[config.mk]
export PLATFORM = sky130hd
export DESIGN_NAME = msg_stage_reg
export DESIGN_NICKNAME = d
export VERILOG_FILES = /design/src/rtl/msg_stage_reg_pkg.sv /design/src/rtl/msg_merge.sv /design/src/rtl/msg_stage_reg.sv
export SDC_FILE = /design/constraint.sdc
export NUM_CORES = 1
export LEC_CHECK = 0
export BUFFER_PORTS_ARGS = -buffer_cell sky130_fd_sc_hd__buf_2
export CORE_AREA = 2 2 202 204
export CTS_BUF_LIST = sky130_fd_sc_hd__clkbuf_4
export CTS_CLUSTER_DIAMETER = 50
export DETAILED_ROUTE_END_ITERATION = 10
export DIE_AREA = 0 0 204 206
export SETUP_SLACK_MARGIN = 0.5
export SLEW_MARGIN = 20
export SYNTH_ARGS = -nofsm -noshare
export SYNTH_HDL_FRONTEND = slang
export SYNTH_HIERARCHICAL = 1
export SYNTH_SLANG_ARGS = --single-unit
[constraint.sdc]
create_clock -name clk -period 1.3 [get_ports clk]
set_clock_uncertainty 0.1 [all_clocks]
set_input_delay 0.26 -clock clk [delete_from_list [all_inputs] [get_ports clk]]
set_output_delay 0.26 -clock clk [all_outputs]
set_load 0.02 [all_outputs]
[src/rtl/msg_stage_reg_pkg.sv]
// Shared layout of the per-instruction pipeline message and its bubble value.
package msg_stage_reg_pkg;

   // Field order is MSB first; instr occupies the low 32 bits.
   typedef struct packed {
      logic        busy;
      logic        md;
      logic        branch;
      logic        grf_we;
      logic [3:0]  tnew;
      logic [3:0]  rsuse;
      logic [3:0]  rtuse;
      logic [4:0]  tar_reg;
      logic [31:0] wd;
      logic [31:0] ao;
      logic [31:0] ext32;
      logic [31:0] npc;
      logic [4:0]  rt;
      logic [4:0]  rs;
      logic [31:0] pc;
      logic [31:0] instr;
   } msg_t;

   localparam int unsigned MsgW = $bits(msg_t);

   // rsuse/rtuse = F marks "no operand use", so a bubble never triggers a hazard stall.
   function automatic msg_t bubble_msg();
      msg_t m;
      m       = '0;
      m.rsuse = 4'hF;
      m.rtuse = 4'hF;
      return m;
   endfunction

endpackage

[src/rtl/msg_merge.sv]
// Combinational merge of the incoming message with this stage's field overrides.
module msg_merge
   import msg_stage_reg_pkg::*;
#(
   parameter int unsigned TNEW_DEC = 1
) (
   input  logic [MsgW-1:0] msg_in,
   input  logic            ao_we,
   input  logic [31:0]     ao_in,
   input  logic            wd_we,
   input  logic [31:0]     wd_in,
   input  logic            dst_we,
   input  logic [4:0]      tar_in,
   input  logic            gwe_in,
   input  logic            br_we,
   input  logic            br_in,
   input  logic            md_in,
   input  logic            busy_in,
   output logic [MsgW-1:0] merged
);

   msg_t src;
   msg_t m;

   assign src = msg_t'(msg_in);

   always_comb begin
      m = src;
      if (ao_we) m.ao = ao_in;
      if (wd_we) m.wd = wd_in;
      if (dst_we) begin
         m.tar_reg = tar_in;
         m.grf_we  = gwe_in & (tar_in != 5'd0);
      end
      if (br_we) m.branch = br_in;
      // Saturating decrement: an instruction that is already ready stays ready.
      if (32'(src.tnew) > TNEW_DEC) begin
         m.tnew = 4'(32'(src.tnew) - TNEW_DEC);
      end else begin
         m.tnew = 4'd0;
      end
      m.md   = src.md | md_in;
      m.busy = busy_in;
   end

   assign merged = m;

endmodule

[src/rtl/msg_stage_reg.sv]
// Pipeline stage register for the packed message bus with stall and flush handling.
module msg_stage_reg
   import msg_stage_reg_pkg::*;
#(
   parameter int unsigned TNEW_DEC = 1,
   parameter bit          BUB_PC   = 1'b0
) (
   input  logic            clk,
   input  logic            reset,
   input  logic            stall,
   input  logic            flush,
   input  logic [MsgW-1:0] msg_in,
   input  logic            ao_we,
   input  logic [31:0]     ao_in,
   input  logic            wd_we,
   input  logic [31:0]     wd_in,
   input  logic            dst_we,
   input  logic [4:0]      tar_in,
   input  logic            gwe_in,
   input  logic            br_we,
   input  logic            br_in,
   input  logic            md_in,
   input  logic            busy_in,
   output logic [MsgW-1:0] msg_out,
   output logic            bubble
);

   logic [MsgW-1:0] merged;
   msg_t            src;
   msg_t            bub_val;
   msg_t            msg_d, msg_q;
   logic            bubble_d, bubble_q;

   msg_merge #(
      .TNEW_DEC(TNEW_DEC)
   ) u_merge (
      .msg_in (msg_in),
      .ao_we  (ao_we),
      .ao_in  (ao_in),
      .wd_we  (wd_we),
      .wd_in  (wd_in),
      .dst_we (dst_we),
      .tar_in (tar_in),
      .gwe_in (gwe_in),
      .br_we  (br_we),
      .br_in  (br_in),
      .md_in  (md_in),
      .busy_in(busy_in),
      .merged (merged)
   );

   assign src = msg_t'(msg_in);

   always_comb begin
      bub_val = bubble_msg();
      // Keeping pc in a flushed slot lets exception and trace logic still see it.
      if (BUB_PC) bub_val.pc = src.pc;
      msg_d    = msg_q;
      bubble_d = bubble_q;
      if (flush) begin
         msg_d    = bub_val;
         bubble_d = 1'b1;
      end else if (!stall) begin
         msg_d    = msg_t'(merged);
         bubble_d = 1'b0;
      end
   end

   always_ff @(posedge clk) begin
      if (reset) begin
         msg_q    <= bubble_msg();
         bubble_q <= 1'b1;
      end else begin
         msg_q    <= msg_d;
         bubble_q <= bubble_d;
      end
   end

   assign msg_out = msg_q;
   assign bubble  = bubble_q;

endmodule

Word level (Yosys, flattened, before mapping). Cells that the tools add are included.

Input port bits: 304. Word-level logic and storage cells: 29. Memories: 0. Bits in latches: 0. Output and inout bits: 224. Memory bits (read-only): 0. Register bits: 224. Bits in writable memories: 0.

Reductions and logical operators: 2. Multiply operators: 0. Order comparisons: 1. Div/mod/pow operators: 0. Bitwise logic cells: 2. Eq/ne operators: 0. Mux-type cells: 6. $add $sub $neg: 1. Shift operators: 0.

Operators by type and width (number): $mux W32 (2); $mux W5 (1); $reduce_bool A5 Y1 (1); $gt A4 B1 Y1 const B (1); $mux W4 (1); $sub A4 B1 Y4 const B (1); $mux W1 (2); $reduce_or A2 Y1 (1); $and A1 B1 Y1 (1); $or A1 B1 Y1 (1).

Logic depth before layout (Yosys ltp). Gate-level depths: netlist of run 1.

Depth in word-level cells: 3. Depth in mapped cells: 6. Mapped depth without buffers: 6.

Modules after synthesis. Netlist of run 1, hierarchy kept.

Modules (own cells, without submodules): msg_stage_reg (area an instance 7966.4 µm², seq. area each 4484.3 µm², cells each 723, instances 1); msg_merge (area an instance 2384.8 µm², seq. area each 0.0 µm², cells each 244, instances 1).

Least setup slack after synthesis of run 1. OpenSTA, ideal clock, no wires.

Path type: input-to-reg. Start point: input msg_in[215]. End point: register msg_q (netlist bit msg_out[215]). Cell stages on the path: 6. Slack: 0.080 ns. Library setup time: 0.064 ns. Data required time: 1.136 ns. Data arrival time: 1.056 ns. Buffers on the path: 0. Cells stage by stage: inv_1 -> ha_1 -> or2_2 -> a21oi_1 -> mux2i_1 -> nor2_1.

Word-level cells in the longest chain between the ends: 2. Elaborated cells on any way between the ends: 3. Those cells by class: add/sub: 1; order compare: 1; mux: 1.

RTL lines: start, declared (RTL line msg_stage_reg.sv:12) `input logic [MsgW-1:0] msg_in,`; $sub A4 B1 Y4 or $gt A4 B1 Y1 (tied branches) (RTL line msg_merge.sv:38, msg_merge.sv:37); $mux W4 (*) (RTL line msg_merge.sv:37) `if (32'(src.tnew) > TNEW_DEC) begin`; via merged[215] (RTL line msg_stage_reg.sv:28) `logic [MsgW-1:0] merged;`; end signal, assigned (RTL line msg_stage_reg.sv:71) `msg_q <= bubble_msg();`; end signal, assigned (RTL line msg_stage_reg.sv:74) `msg_q <= msg_d;`; end, declared (RTL line msg_stage_reg.sv:31) `msg_t msg_d, msg_q;`.

Mark *: on every way through the listed nets, which the timed path passes. The rest lies on a longest branch. A chain may end at the register's enable or synchronous reset.

Final worst setup path of run 1.
Start point: register msg_q (netlist bit msg_out[99]). End point: output msg_out[99].

RTL lines: end, declared (RTL line msg_stage_reg.sv:24) `output logic [MsgW-1:0] msg_out,`.

No word-level cell between the ends.

==> out/results.env, run 1 <==
VIAS_PER_CELL=4.41
GRT_OVERALL_USAGE_PCT=17.6
WORST_HOLD_STARTPOINT='msg_in[218]'
SYNTH_AREA_PER_CELL_UM2=10.7
SEQCELLAREA_UM2=4770
NETLIST.TOP_CELL.BY_AREA='sky130_fd_sc_hd__dfxtp_1'
SYNTH_TOP_AREA_SHARE_PCT=43.3
CP_TOP_FAMILY='flip-flops'
HOLDCRITPATHCLASS='in -> reg'
CP-END-KIND='primary output'
FINAL_HPWL_FROM_DETAILED_PLACEMENT_UM=22300
WORSTPATHARRIVAL_NS=1.20
SLOWEST_STAGE_CELL_ON_THE_CRITICAL_PATH='sky130_fd_sc_hd__dfxtp_2'
STATIC-LEAKAGE-POWER_uW=0.00989
POSTROUTEANTENNANETS=0
RUN_STATUS='finished with violations'
SYNTH_COMMONEST_CELLS='sky130_fd_sc_hd__mux2i_1, sky130_fd_sc_hd__dfxtp_1, sky130_fd_sc_hd__nor2_1, sky130_fd_sc_hd__buf_4, sky130_fd_sc_hd__mux2_4'
DIE_AREA_UM2=42000
HOLDPATHSTAGES=4
SYNTHESIS.INSTANCES=967
FINALWORSTPATHREQUIREDPERIOD_NS=1.56
STARTPOINT_OF_THE_MOST_CRITICAL_REGISTER_TO_REGISTER_PATH='msg_out[103]'
YOSYS_WARNING_TOTAL=6
PATH_CLASS='reg -> out'
CRITICAL_PATH.MAX_STAGE_DELAY_NS=0.36
GP_ROUTABILITY_CONGESTION=0.818
CTS.HTREE.LEVELS=3
IR_WORST_VDD_mV=0.718
UNREPAIRED_SETUP_ENDPOINTS_AFTER_GLOBAL_ROUTING='true'
FIRST_ITER_VIOLATIONS=410
SLEW-LIMIT-HEADROOM_PCT=81.7
CLK_ROOT_BUFFER_CELL='sky130_fd_sc_hd__clkbuf_4'
MIN_PERIOD_OVER_PERIOD_PCT=120
LEADING_POST_SYNTHESIS_CELLS_BY_CELL_AREA='sky130_fd_sc_hd__dfxtp_1, sky130_fd_sc_hd__mux2i_1, sky130_fd_sc_hd__buf_4, sky130_fd_sc_hd__mux2_4, sky130_fd_sc_hd__nor2_1'
VIOLATIONS_IN_THE_FINAL_REPORTS='hold timing, setup timing'
STARTPOINT='msg_out[99]'
POWERDENSITY_nW_PER_UM2=937
CRITICAL_PATH.REG2REG.ENDPOINT='msg_out[103]'
CLKTRANSATPATHREGS_NS=0.06
FINISH.NET_COUNT=2047
N_FILL_CELL=3253
SYN2LAYOUT_AREA_GROWTH_PCT=83.5
SYNTHFLOPTYPE='sky130_fd_sc_hd__dfxtp_1'
CTS_TREE='done'
MULTIINPUTGATEAREA_UM2=4400
PLACE.PORT_BUFFERS=526
SYN_AREA_UM2=10400
HOLDPATHEND='msg_out[218]'
WORST_SETUP_PATH_START_KIND='flip-flop'
DIE_WIDTH_UM=204
DR_TOTAL_VIAS=10200
DRV_CAP=0
WORST_SLEW_PIN_SLEW_NS=0.266
GRT_OVERFLOW_TOTAL=0
POST_SYNTH_EDFFS=0
SYNTH.DISTINCT_CELLS=20
START_UTIL_PCT=25.8
R2R_SLACK_NS=0.33
PROPORTION_OF_LAYOUT_CELLS_WITH_A_DRIVE_SUFFIX_ABOVE_1_PCT=59.3
DRC=0
SMALLEST_SETUP_SLACK_AFTER_LAYOUT_NS=-0.259
CP.DEPTH=1
FIRST_PASS_ITERS=5
FINALSETUPVIOLATIONS=224
CORE.ROWCOUNT=74
ANTENNA_VIOLATIONS_BEFORE_REPAIR=4
SYNTH.MOST_COMMON_CELL='sky130_fd_sc_hd__mux2i_1'
YS_SEQ_AREA_SHARE_PCT=43.3
CLOCK-SINKS=224
CORE_UM2=40200
DRT-TOTAL-WL_UM=43200
TIMING.CRITICAL_PATH.BUF_INV=1
HOLD_SLACK_NS=-0.0896
CP_CELL_SEQUENCE='buf_6'
FINAL_HOLD_VIO_COUNT=15
BOUNDARYPINS=528
CLK-INSERTION-DELAY-LATE_NS=0.70
CTS_BUFFERS=66
FINALPOWER_uW=17800
WORST-R2R-CELL-COUNT=3
SYNTH_FP_NETS=1273
DRT-WIRELENGTH-PER-CELL_UM=18.7
DIE_H_UM=206
GRT_PASS1_VIAS=10800
LARGEST_NET_DEGREE_AT_THE_START_OF_GLOBAL_ROUTING=91
GLOBAL_ROUTE_WIRE_LENGTH_BEFORE_REPAIR_UM=57800
COUNT_OF_STATE_ELEMENTS_AFTER_SYNTHESIS=224
FMAX_MHz=642
CLOCK_TREE.BUFFER_DEPTH=3
WORSTPATHMAXFANOUT=2
SYNTHARSTFLOPSHARE_PCT=0
CP_DATA_REQUIRED_TIME_NS=0.94
FINALMAXSLEWVIOLATIONS=0
timing repair:
| action | 4_1_cts | 5_1_grt |
|---|---|---|
| buffers inserted | 14 | 42 |
| pin swaps | 10 | 112 |
| cloned | 0 | 3 |
| hold buffers | 289 | 1 |
| setup endpoints to repair | 224 | 447 |
| gates resized for setup | 673 | 188 |
| hold endpoints to repair | 224 | 69 |
metal layers:
| metal | track usage (%) | part of all wire, % | wire length (um) |
|---|---|---|---|
| met4 | 11.3 | 5.7 | 2480 |
| met3 | 5.98 | 9.0 | 3910 |
| met5 | 0 | 0 | 0 |
| met2 | 32.1 | 51 | 22100 |
| met1 | 16.9 | 34 | 14700 |
worst max-delay path by stage:
stage,slack [ns],to
2_1_floorplan,0.13,msg_out[144]
3_3_place_gp,-0.1,msg_out[170]
3_5_place_dp,-0.11,msg_out[140]
4_1_cts,-0.38,msg_out[198]
5_1_grt,-0.37,msg_out[103]
6_report,-0.26,msg_out[99]
stage by stage:
step	setup TNS (ns)	util [%]	setup slack, ns	area (um^2)	instances
final	-48.18	47.3	-0.259	19000	2315
after global routing	-72.12	47.3	-0.367	19000	2315
after CTS	-76.61	45.0	-0.379	18100	2271
after detailed placement	-5.33	31.4	-0.107	12600	1861
after global placement	-4.09	31.4	-0.0998	12600	1861
after floorplan	0	-	0.131	10600	967
cell families (layout without fill, tap and decap cells):
logic type / count (synthesis) / count (layout) / share of synthesized area, %
muxes: 296 / 296 / 31.7
and+or+nand+nor: 234 / 234 / 8.61
DFF: 224 / 224 / 43.3
buffers and inverters: 208 / 1021 / 16.0
AOI/OAI and AO/OA: 3 / 3 / 0.157
adders and majority gates: 2 / 2 / 0.242
other: 0 / 3 / 0
sequential cells by signal, summed over array words and instances, names as in the netlist:
name and flops:
msg_out 223, bubble 1
where the power goes:
| part | leakage, uW | internal [uW] | switching (uW) | total (uW) |
|---|---|---|---|---|
| combinational | 0.00752 | 2290 | 1600 | 3890 |
| clock | 0.000458 | 3350 | 3210 | 6560 |
| sequential | 0.00192 | 7150 | 202 | 7350 |
layout by cell type, fill, tap and decap left out, types with 2 or more instances in the layout:
cell type,instances
sky130_fd_sc_hd__clkbuf_4,88
sky130_fd_sc_hd__or2_4,2
sky130_fd_sc_hd__mux2i_2,19
sky130_fd_sc_hd__mux2_2,6
sky130_fd_sc_hd__mux2i_1,203
sky130_fd_sc_hd__buf_4,26
sky130_fd_sc_hd__mux2_4,65
sky130_fd_sc_hd__mux2i_4,3
sky130_fd_sc_hd__ha_4,2
sky130_fd_sc_hd__buf_2,300
sky130_fd_sc_hd__dfxtp_4,2
sky130_fd_sc_hd__clkinv_2,2
sky130_fd_sc_hd__nor2_1,215
sky130_fd_sc_hd__dlymetal6s4s_1,101
sky130_fd_sc_hd__dlygate4sd3_1,183
sky130_fd_sc_hd__nand2_1,10
sky130_fd_sc_hd__clkinvlp_4,3
sky130_fd_sc_hd__diode_2,3
sky130_fd_sc_hd__buf_6,280
sky130_fd_sc_hd__inv_2,4
sky130_fd_sc_hd__clkinv_1,9
sky130_fd_sc_hd__buf_12,17
sky130_fd_sc_hd__dfxtp_2,222
sky130_fd_sc_hd__nor2_2,2
cell type report:
cell class	count	area share, %
repair buffers	911	44.0
flip-flops and latches	224	25.1
multi-input cells	535	23.1
well taps	532	3.50
clock buffers	88	3.48
clock inverters	19	0.613
inverters	3	0.125
diodes	3	0.0395
(Power assumes the default switching activity.)
==> run 2, diff against run 1 <==
--- a/config.mk
+++ b/config.mk
@@ -6,11 +6,12 @@
 export NUM_CORES = 1
 export LEC_CHECK = 0
 export BUFFER_PORTS_ARGS = -buffer_cell sky130_fd_sc_hd__buf_2
-export CORE_AREA = 2 2 202 204
+export CORE_AREA = 2 2 206 208
 export CTS_BUF_LIST = sky130_fd_sc_hd__clkbuf_4
 export CTS_CLUSTER_DIAMETER = 50
+export CTS_CLUSTER_SIZE = 25
 export DETAILED_ROUTE_END_ITERATION = 10
-export DIE_AREA = 0 0 204 206
+export DIE_AREA = 0 0 208 210
 export SETUP_SLACK_MARGIN = 0.5
 export SLEW_MARGIN = 20
 export SYNTH_ARGS = -nofsm -noshare
==> out/results.env, run 2 (same netlist as run 1, synthesis figures left out) <==
RUN_STATUS='finished with violations'
VIOLATIONS_IN_THE_FINAL_REPORTS='hold timing, setup timing'
CTS_TREE='done'
SLEW-LIMIT-HEADROOM_PCT=77.9  # -3.8 points
MOST_COMMON_CELL_AFTER_LAYOUT_FILL_AND_TAPS_ASIDE='sky130_fd_sc_hd__buf_2'
CLK-INSERTION-DELAY-LATE_NS=0.71  # about the same
P_CLK_SHARE_PCT=27.0  # -9.8 points
FINAL_HOLD_VIO_COUNT=14  # -1
FINALSETUPVIOLATIONS=224  # unchanged
IR_WORST_VDD_mV=0.824  # +15%
VIAS_PER_CELL=4.35  # -1.2%
CORE.ROWCOUNT=75  # +1.4%
GRT_OVERFLOW_TOTAL=0  # unchanged
DRT-TOTAL-WL_UM=40900  # -5.5%
CLKTRANSATPATHREGS_NS=0.15  # +0.09 ns
CLOCK-SINKS=224  # unchanged
BOUNDARYPINS=528  # unchanged
FINALWORSTPATHREQUIREDPERIOD_NS=1.62  # +0.0605 ns
START_UTIL_PCT=25.0  # -0.80 points
DRT-WIRELENGTH-PER-CELL_UM=18.2  # -2.4%
POWERDENSITY_nW_PER_UM2=833  # -11%
CORE_OCCUPANCY_IN_THE_FINISHED_LAYOUT_PCT=44.0  # -3.2 points
DIE_AREA_UM2=43700  # +3.9%
SEQCELLAREA_UM2=4770  # +0.11%
PLACE.PORT_BUFFERS=526  # unchanged
WORST_SETUP_PATH_START_KIND='flip-flop'
UNREPAIRED_SETUP_ENDPOINTS_AFTER_GLOBAL_ROUTING='true'
WORST_SLEW_PIN_SLEW_NS=0.332  # +0.0650 ns
DRC=0  # unchanged
LARGEST_NET_DEGREE_AT_THE_START_OF_GLOBAL_ROUTING=62  # -32%
WORSTPATHMAXFANOUT=2  # unchanged
LAYOUT.CELLS.NON_FILLER=2241  # -3.2%
ANTENNA_VIOLATIONS_BEFORE_REPAIR=3  # -1
GRT_OVERALL_USAGE_PCT=16.1  # -1.5 points
HOLDCRITPATHCLASS='in -> reg'
CP_CELL_SEQUENCE='buf_6'
CP-END-KIND='primary output'
TIMING.CRITICAL_PATH.BUF_INV=1  # unchanged
POSTROUTEANTENNANETS=0  # unchanged
SYN2LAYOUT_AREA_GROWTH_PCT=76.5
CTS.HTREE.LEVELS=1  # -2
CLOCK_TREE.BUFFER_DEPTH=3  # unchanged
PATH_CLASS='reg -> out'
SMALLEST_SETUP_SLACK_AFTER_LAYOUT_NS=-0.319  # -0.0605 ns
FMAX_MHz=618  # -3.7%
DRV_CAP=0  # unchanged
DR_TOTAL_VIAS=9757  # -4.4%
CTS_BUFFERS=25  # -62%
CLK_ROOT_BUFFER_CELL='sky130_fd_sc_hd__clkbuf_4'
FINAL_HPWL_FROM_DETAILED_PLACEMENT_UM=23000  # +3.1%
CP_DATA_REQUIRED_TIME_NS=0.94  # about the same
FIRST_ITER_VIOLATIONS=526  # +28%
DIE_WIDTH_UM=208  # +2.0%
FINALMAXSLEWVIOLATIONS=0  # unchanged
SLOWEST_STAGE_CELL_ON_THE_CRITICAL_PATH='sky130_fd_sc_hd__dfxtp_2'
FINALPOWER_uW=15200  # -14%
PROPORTION_OF_LAYOUT_CELLS_WITH_A_DRIVE_SUFFIX_ABOVE_1_PCT=57.1  # -2.1 points
HOLD_SLACK_NS=-0.208  # -0.118 ns
TNS_NS=-59.31  # -11.13 ns
CRITICAL_PATH.MAX_STAGE_DELAY_NS=0.40  # +0.04 ns
MIN_PERIOD_OVER_PERIOD_PCT=125  # +4.7 points
TOTAL_SWITCHING_POWER_uW=4550  # -9.2%
POST-PLACE-WS_NS=-0.114  # -0.00742 ns
GRT_PASS1_VIAS=10300  # -4.7%
GLOBAL_ROUTE_WIRE_LENGTH_BEFORE_REPAIR_UM=56400  # -2.4%
CP_TOP_FAMILY='flip-flops'
CORE_UM2=41500  # +3.2%
SEQPWRFRAC_PCT=48.2  # +6.9 points
INST_COUNT_DP=1867  # +0.32%
MOST-COMMON-LAYOUT-CELLS='sky130_fd_sc_hd__buf_2, sky130_fd_sc_hd__buf_6, sky130_fd_sc_hd__dfxtp_2'
DIE_H_UM=210  # +1.9%
NETSWITCHINGFRACTION_PCT=29.9  # +1.7 points
FINISH.NET_COUNT=1988  # -2.9%
STATIC-LEAKAGE-POWER_uW=0.00921  # -6.9%
MULTIINPUTGATEAREA_UM2=4420  # +0.54%
FIRST_PASS_ITERS=5  # unchanged
N_FILL_CELL=3475  # +6.8%
LARGEST_REGISTER_FFS=223  # unchanged
COMB_POWER_SHARE_PCT=24.8  # +2.9 points
INTERNAL_CELL_POWER_uW=10700  # -17%
WORSTPATHARRIVAL_NS=1.26  # +0.06 ns
GP_ROUTABILITY_CONGESTION=0.847  # +3.5%
## run 2: layout make-up
class	count	share of cell area, %
Multi-Input combinational cell	535	24.2
Inverter	3	0.130
Clock inverter	18	0.952
Clock buffer	25	1.03
Antenna cell	4	0.0548
Tap cell	539	3.69
Timing Repair Buffer	893	43.8
Sequential cell	224	26.1
## run 2: path summary, 6_finish.rpt
path              cells after the start    startpoint  slack (ns)            to
setup / recovery                      1  msg_out[183]       -0.32  msg_out[183]
hold reg to reg                       2  msg_out[142]        0.42  msg_out[142]
hold / removal                        4         md_in       -0.21  msg_out[221]
setup reg to reg                      3   msg_out[40]        0.35   msg_out[40]
## run 2: timing repair
item,4_1_cts,5_1_grt
endpoints found under the hold margin,224,83
buffers inserted,7,31
resized for setup,676,138
hold buffers,290,2
setup endpoints to repair,225,443
pin swaps,5,86
## run 2: per-stage QoR
step                      hold slack [ns]  area (um^2)
after floorplan                     0.336        10600
after global placement              0.347        12600
after detailed placement            0.358        12600
after CTS                          -0.269        17600
after global routing               -0.224        18300
final                              -0.208        18300
## run 2: metal layers
layer  share of wire (%)  vias to the layer above  global-route usage [%]
met4                 5.0                        2                    7.70
met2                  52                      522                    30.0
met5               0.017                        -                       0
met1                  35                     4641                    16.5
li1                    -                     4485                       -
met3                 7.8                      107                    4.59
## run 2: power groups by stage
stage	combinational [uW]	clock, uW	sequential, uW
after CTS	3430	4260	7310
after detailed placement	2450	0	7370
after floorplan	1590	0	7660
after global routing	3960	4490	7370
final	3770	4110	7340
after global placement	2420	0	7360
==> run 3, diff against run 2 <==
--- a/config.mk
+++ b/config.mk
@@ -12,6 +12,7 @@
 export CTS_CLUSTER_SIZE = 25
 export DETAILED_ROUTE_END_ITERATION = 10
 export DIE_AREA = 0 0 208 210
+export PLACE_DENSITY = 0.49
 export SETUP_SLACK_MARGIN = 0.5
 export SLEW_MARGIN = 20
 export SYNTH_ARGS = -nofsm -noshare
==> constraint.sdc (replaced) <==
create_clock -name clk -period 1.3 [get_ports clk]
set_clock_uncertainty 0.1 [all_clocks]
set_input_delay 0 -clock clk [delete_from_list [all_inputs] [get_ports clk]]
set_output_delay 0 -clock clk [all_outputs]
set_load 0.02 [all_outputs]
==> out/results.env, run 3 <==
RUN_STATUS='did not finish'
OUTCOME.STOP_STAGE='clock tree synthesis (4_1_cts)'
TOOLERRORMSG='[ERROR RSZ-0060] Max buffer count reached.'
LEADING_POST_SYNTHESIS_CELLS_BY_CELL_AREA='sky130_fd_sc_hd__dfxtp_1, sky130_fd_sc_hd__mux2i_1, sky130_fd_sc_hd__buf_4, sky130_fd_sc_hd__mux2_4, sky130_fd_sc_hd__nor2_1'
SYNTHESIS.INSTANCES=967  # unchanged
BOUNDARYPINS=528  # unchanged
SYNTHARSTFLOPSHARE_PCT=0  # unchanged
SYN_AREA_UM2=10400  # unchanged
POST_CTS_RESIZE_COUNT=675  # -0.15%
DIE_H_UM=210  # unchanged
GP_ROUTABILITY_CONGESTION=0.811  # -4.3%
CTS_BUFFERS=29  # +16%
DIE_WIDTH_UM=208  # unchanged
SYNTH_AREA_PER_CELL_UM2=10.7  # unchanged
YOSYS_WARNING_TOTAL=6  # unchanged
CLOCK_TREE.BUFFER_DEPTH=3  # unchanged
PLACE.PORT_BUFFERS=526  # unchanged
CLK_ROOT_BUFFER_CELL='sky130_fd_sc_hd__clkbuf_4'
FINAL_HPWL_FROM_DETAILED_PLACEMENT_UM=22300  # -2.8%
CORE.ROWCOUNT=75  # unchanged
NETLIST.TOP_CELL.BY_AREA='sky130_fd_sc_hd__dfxtp_1'
START_UTIL_PCT=25.0  # unchanged
SYNTH_FP_NETS=1273  # unchanged
COUNT_OF_BUFFERS_ADDED_BY_POST_CTS_TIMING_REPAIR_FOR_SETUP=11  # +4
INST_COUNT_DP=1868  # +0.054%
POST_SYNTH_EDFFS=0  # unchanged
POST-PLACE-WS_NS=0.149  # +0.263 ns
SYNTHFLOPTYPE='sky130_fd_sc_hd__dfxtp_1'
CLOCK-SINKS=224  # unchanged
CTS.HTREE.LEVELS=1  # unchanged
SYNTH_TOP_AREA_SHARE_PCT=43.3  # unchanged
SYNTH.DISTINCT_CELLS=20  # unchanged
SYNTH.MOST_COMMON_CELL='sky130_fd_sc_hd__mux2i_1'
COUNT_OF_STATE_ELEMENTS_AFTER_SYNTHESIS=224  # unchanged
SYNTH_COMMONEST_CELLS='sky130_fd_sc_hd__mux2i_1, sky130_fd_sc_hd__dfxtp_1, sky130_fd_sc_hd__nor2_1, sky130_fd_sc_hd__buf_4, sky130_fd_sc_hd__mux2_4'
YS_SEQ_AREA_SHARE_PCT=43.3  # unchanged
HOLDBUFCOUNTCTS=387  # +33%
==> run 3: cell counts after synthesis <==
No cell type changed its count.
==> run 3: cell families after synthesis <==
family | synth area share [%]
buffers and inverters | 16.0
adders and majority gates | 0.242
and+or+nand+nor | 8.61
DFF | 43.3
muxes | 31.7
AOI/OAI and AO/OA | 0.157
==> run 3: per-stage QoR <==
stage               hold slack [ns]  cell area [um^2]
detailed placement            0.114             12600
global placement              0.112             12600
floorplan                    0.0758             10500
==> run 4, diff against run 3 <==
--- a/config.mk
+++ b/config.mk
@@ -6,14 +6,9 @@
 export NUM_CORES = 1
 export LEC_CHECK = 0
 export BUFFER_PORTS_ARGS = -buffer_cell sky130_fd_sc_hd__buf_2
-export CORE_AREA = 2 2 206 208
-export CTS_BUF_LIST = sky130_fd_sc_hd__clkbuf_4
-export CTS_CLUSTER_DIAMETER = 50
-export CTS_CLUSTER_SIZE = 25
+export CORE_UTILIZATION = 20
 export DETAILED_ROUTE_END_ITERATION = 10
-export DIE_AREA = 0 0 208 210
-export PLACE_DENSITY = 0.49
-export SETUP_SLACK_MARGIN = 0.5
+export PLACE_DENSITY_LB_ADDON = 0.15
 export SLEW_MARGIN = 20
 export SYNTH_ARGS = -nofsm -noshare
 export SYNTH_HDL_FRONTEND = slang
==> constraint.sdc (replaced) <==
create_clock -name clk -period 1.7 [get_ports clk]
set_clock_uncertainty 0.1 [all_clocks]
set_input_delay 0 -clock clk [delete_from_list [all_inputs] [get_ports clk]]
set_output_delay 0 -clock clk [all_outputs]
set_load 0.02 [all_outputs]
==> out/results.env, run 4 <==
LEADING_POST_SYNTHESIS_CELLS_BY_CELL_AREA='sky130_fd_sc_hd__dfxtp_1, sky130_fd_sc_hd__mux2i_1, sky130_fd_sc_hd__buf_4, sky130_fd_sc_hd__mux2_4, sky130_fd_sc_hd__nor2_1'
PLACE.PORT_BUFFERS=526  # unchanged
BOUNDARYPINS=528  # unchanged
OUTCOME.STOP_STAGE='clock tree synthesis (4_1_cts)'
START_UTIL_PCT=20.2  # -4.7 points
CTS_BUFFERS=28  # -3.4%
SYNTH.DISTINCT_CELLS=20  # unchanged
SYNTHFLOPTYPE='sky130_fd_sc_hd__dfxtp_1'
CTS.HTREE.LEVELS=1  # unchanged
CORE.ROWCOUNT=83  # +11%
FINAL_HPWL_FROM_DETAILED_PLACEMENT_UM=22700  # +1.6%
SYNTH_AREA_PER_CELL_UM2=10.7  # unchanged
YOSYS_WARNING_TOTAL=6  # unchanged
POST_SYNTH_EDFFS=0  # unchanged
COUNT_OF_BUFFERS_ADDED_BY_POST_CTS_TIMING_REPAIR_FOR_SETUP=0  # -11
SYNTH.MOST_COMMON_CELL='sky130_fd_sc_hd__mux2i_1'
CLK_ROOT_BUFFER_CELL='sky130_fd_sc_hd__clkbuf_16'
YS_SEQ_AREA_SHARE_PCT=43.3  # unchanged
RUN_STATUS='did not finish'
POST_CTS_RESIZE_COUNT=0  # -100%
SYNTH_COMMONEST_CELLS='sky130_fd_sc_hd__mux2i_1, sky130_fd_sc_hd__dfxtp_1, sky130_fd_sc_hd__nor2_1, sky130_fd_sc_hd__buf_4, sky130_fd_sc_hd__mux2_4'
SYNTHESIS.INSTANCES=967  # unchanged
HOLDBUFCOUNTCTS=411  # +6.2%
COUNT_OF_STATE_ELEMENTS_AFTER_SYNTHESIS=224  # unchanged
SYN_AREA_UM2=10400  # unchanged
DPL-INSTANCE-AREA_UM2=12600  # about the same
GP_ROUTABILITY_CONGESTION=0.736  # -9.2%
SYNTHARSTFLOPSHARE_PCT=0  # unchanged
DIE_H_UM=230  # +9.3%
SYNTH_TOP_AREA_SHARE_PCT=43.3  # unchanged
TOOLERRORMSG='[ERROR RSZ-0060] Max buffer count reached.'
DIE_WIDTH_UM=230  # +10%
NETLIST.TOP_CELL.BY_AREA='sky130_fd_sc_hd__dfxtp_1'
SYNTH_FP_NETS=1273  # unchanged
CLOCK_TREE.BUFFER_DEPTH=3  # unchanged
CLOCK-SINKS=224  # unchanged
[run 4: cell counts after synthesis]
No cell type changed its count.
[run 4: cell families after synthesis]
kind of cell	after synthesis	share of synthesized area [%]
AO/OA/AOI/OAI	3	0.157
adder cells (fa/ha/maj)	2	0.242
buffers and inverters	208	16.0
flip-flops	224	43.3
multiplexers	296	31.7
AND/OR/NAND/NOR	234	8.61
[run 4: metrics by stage]
step	setup WS, ns	std cells	util (%)	hold WS (ns)
floorplan	0.740	967	-	0.0758
detailed placement	0.450	2004	24.6	0.120
global placement	0.440	2004	24.6	0.113
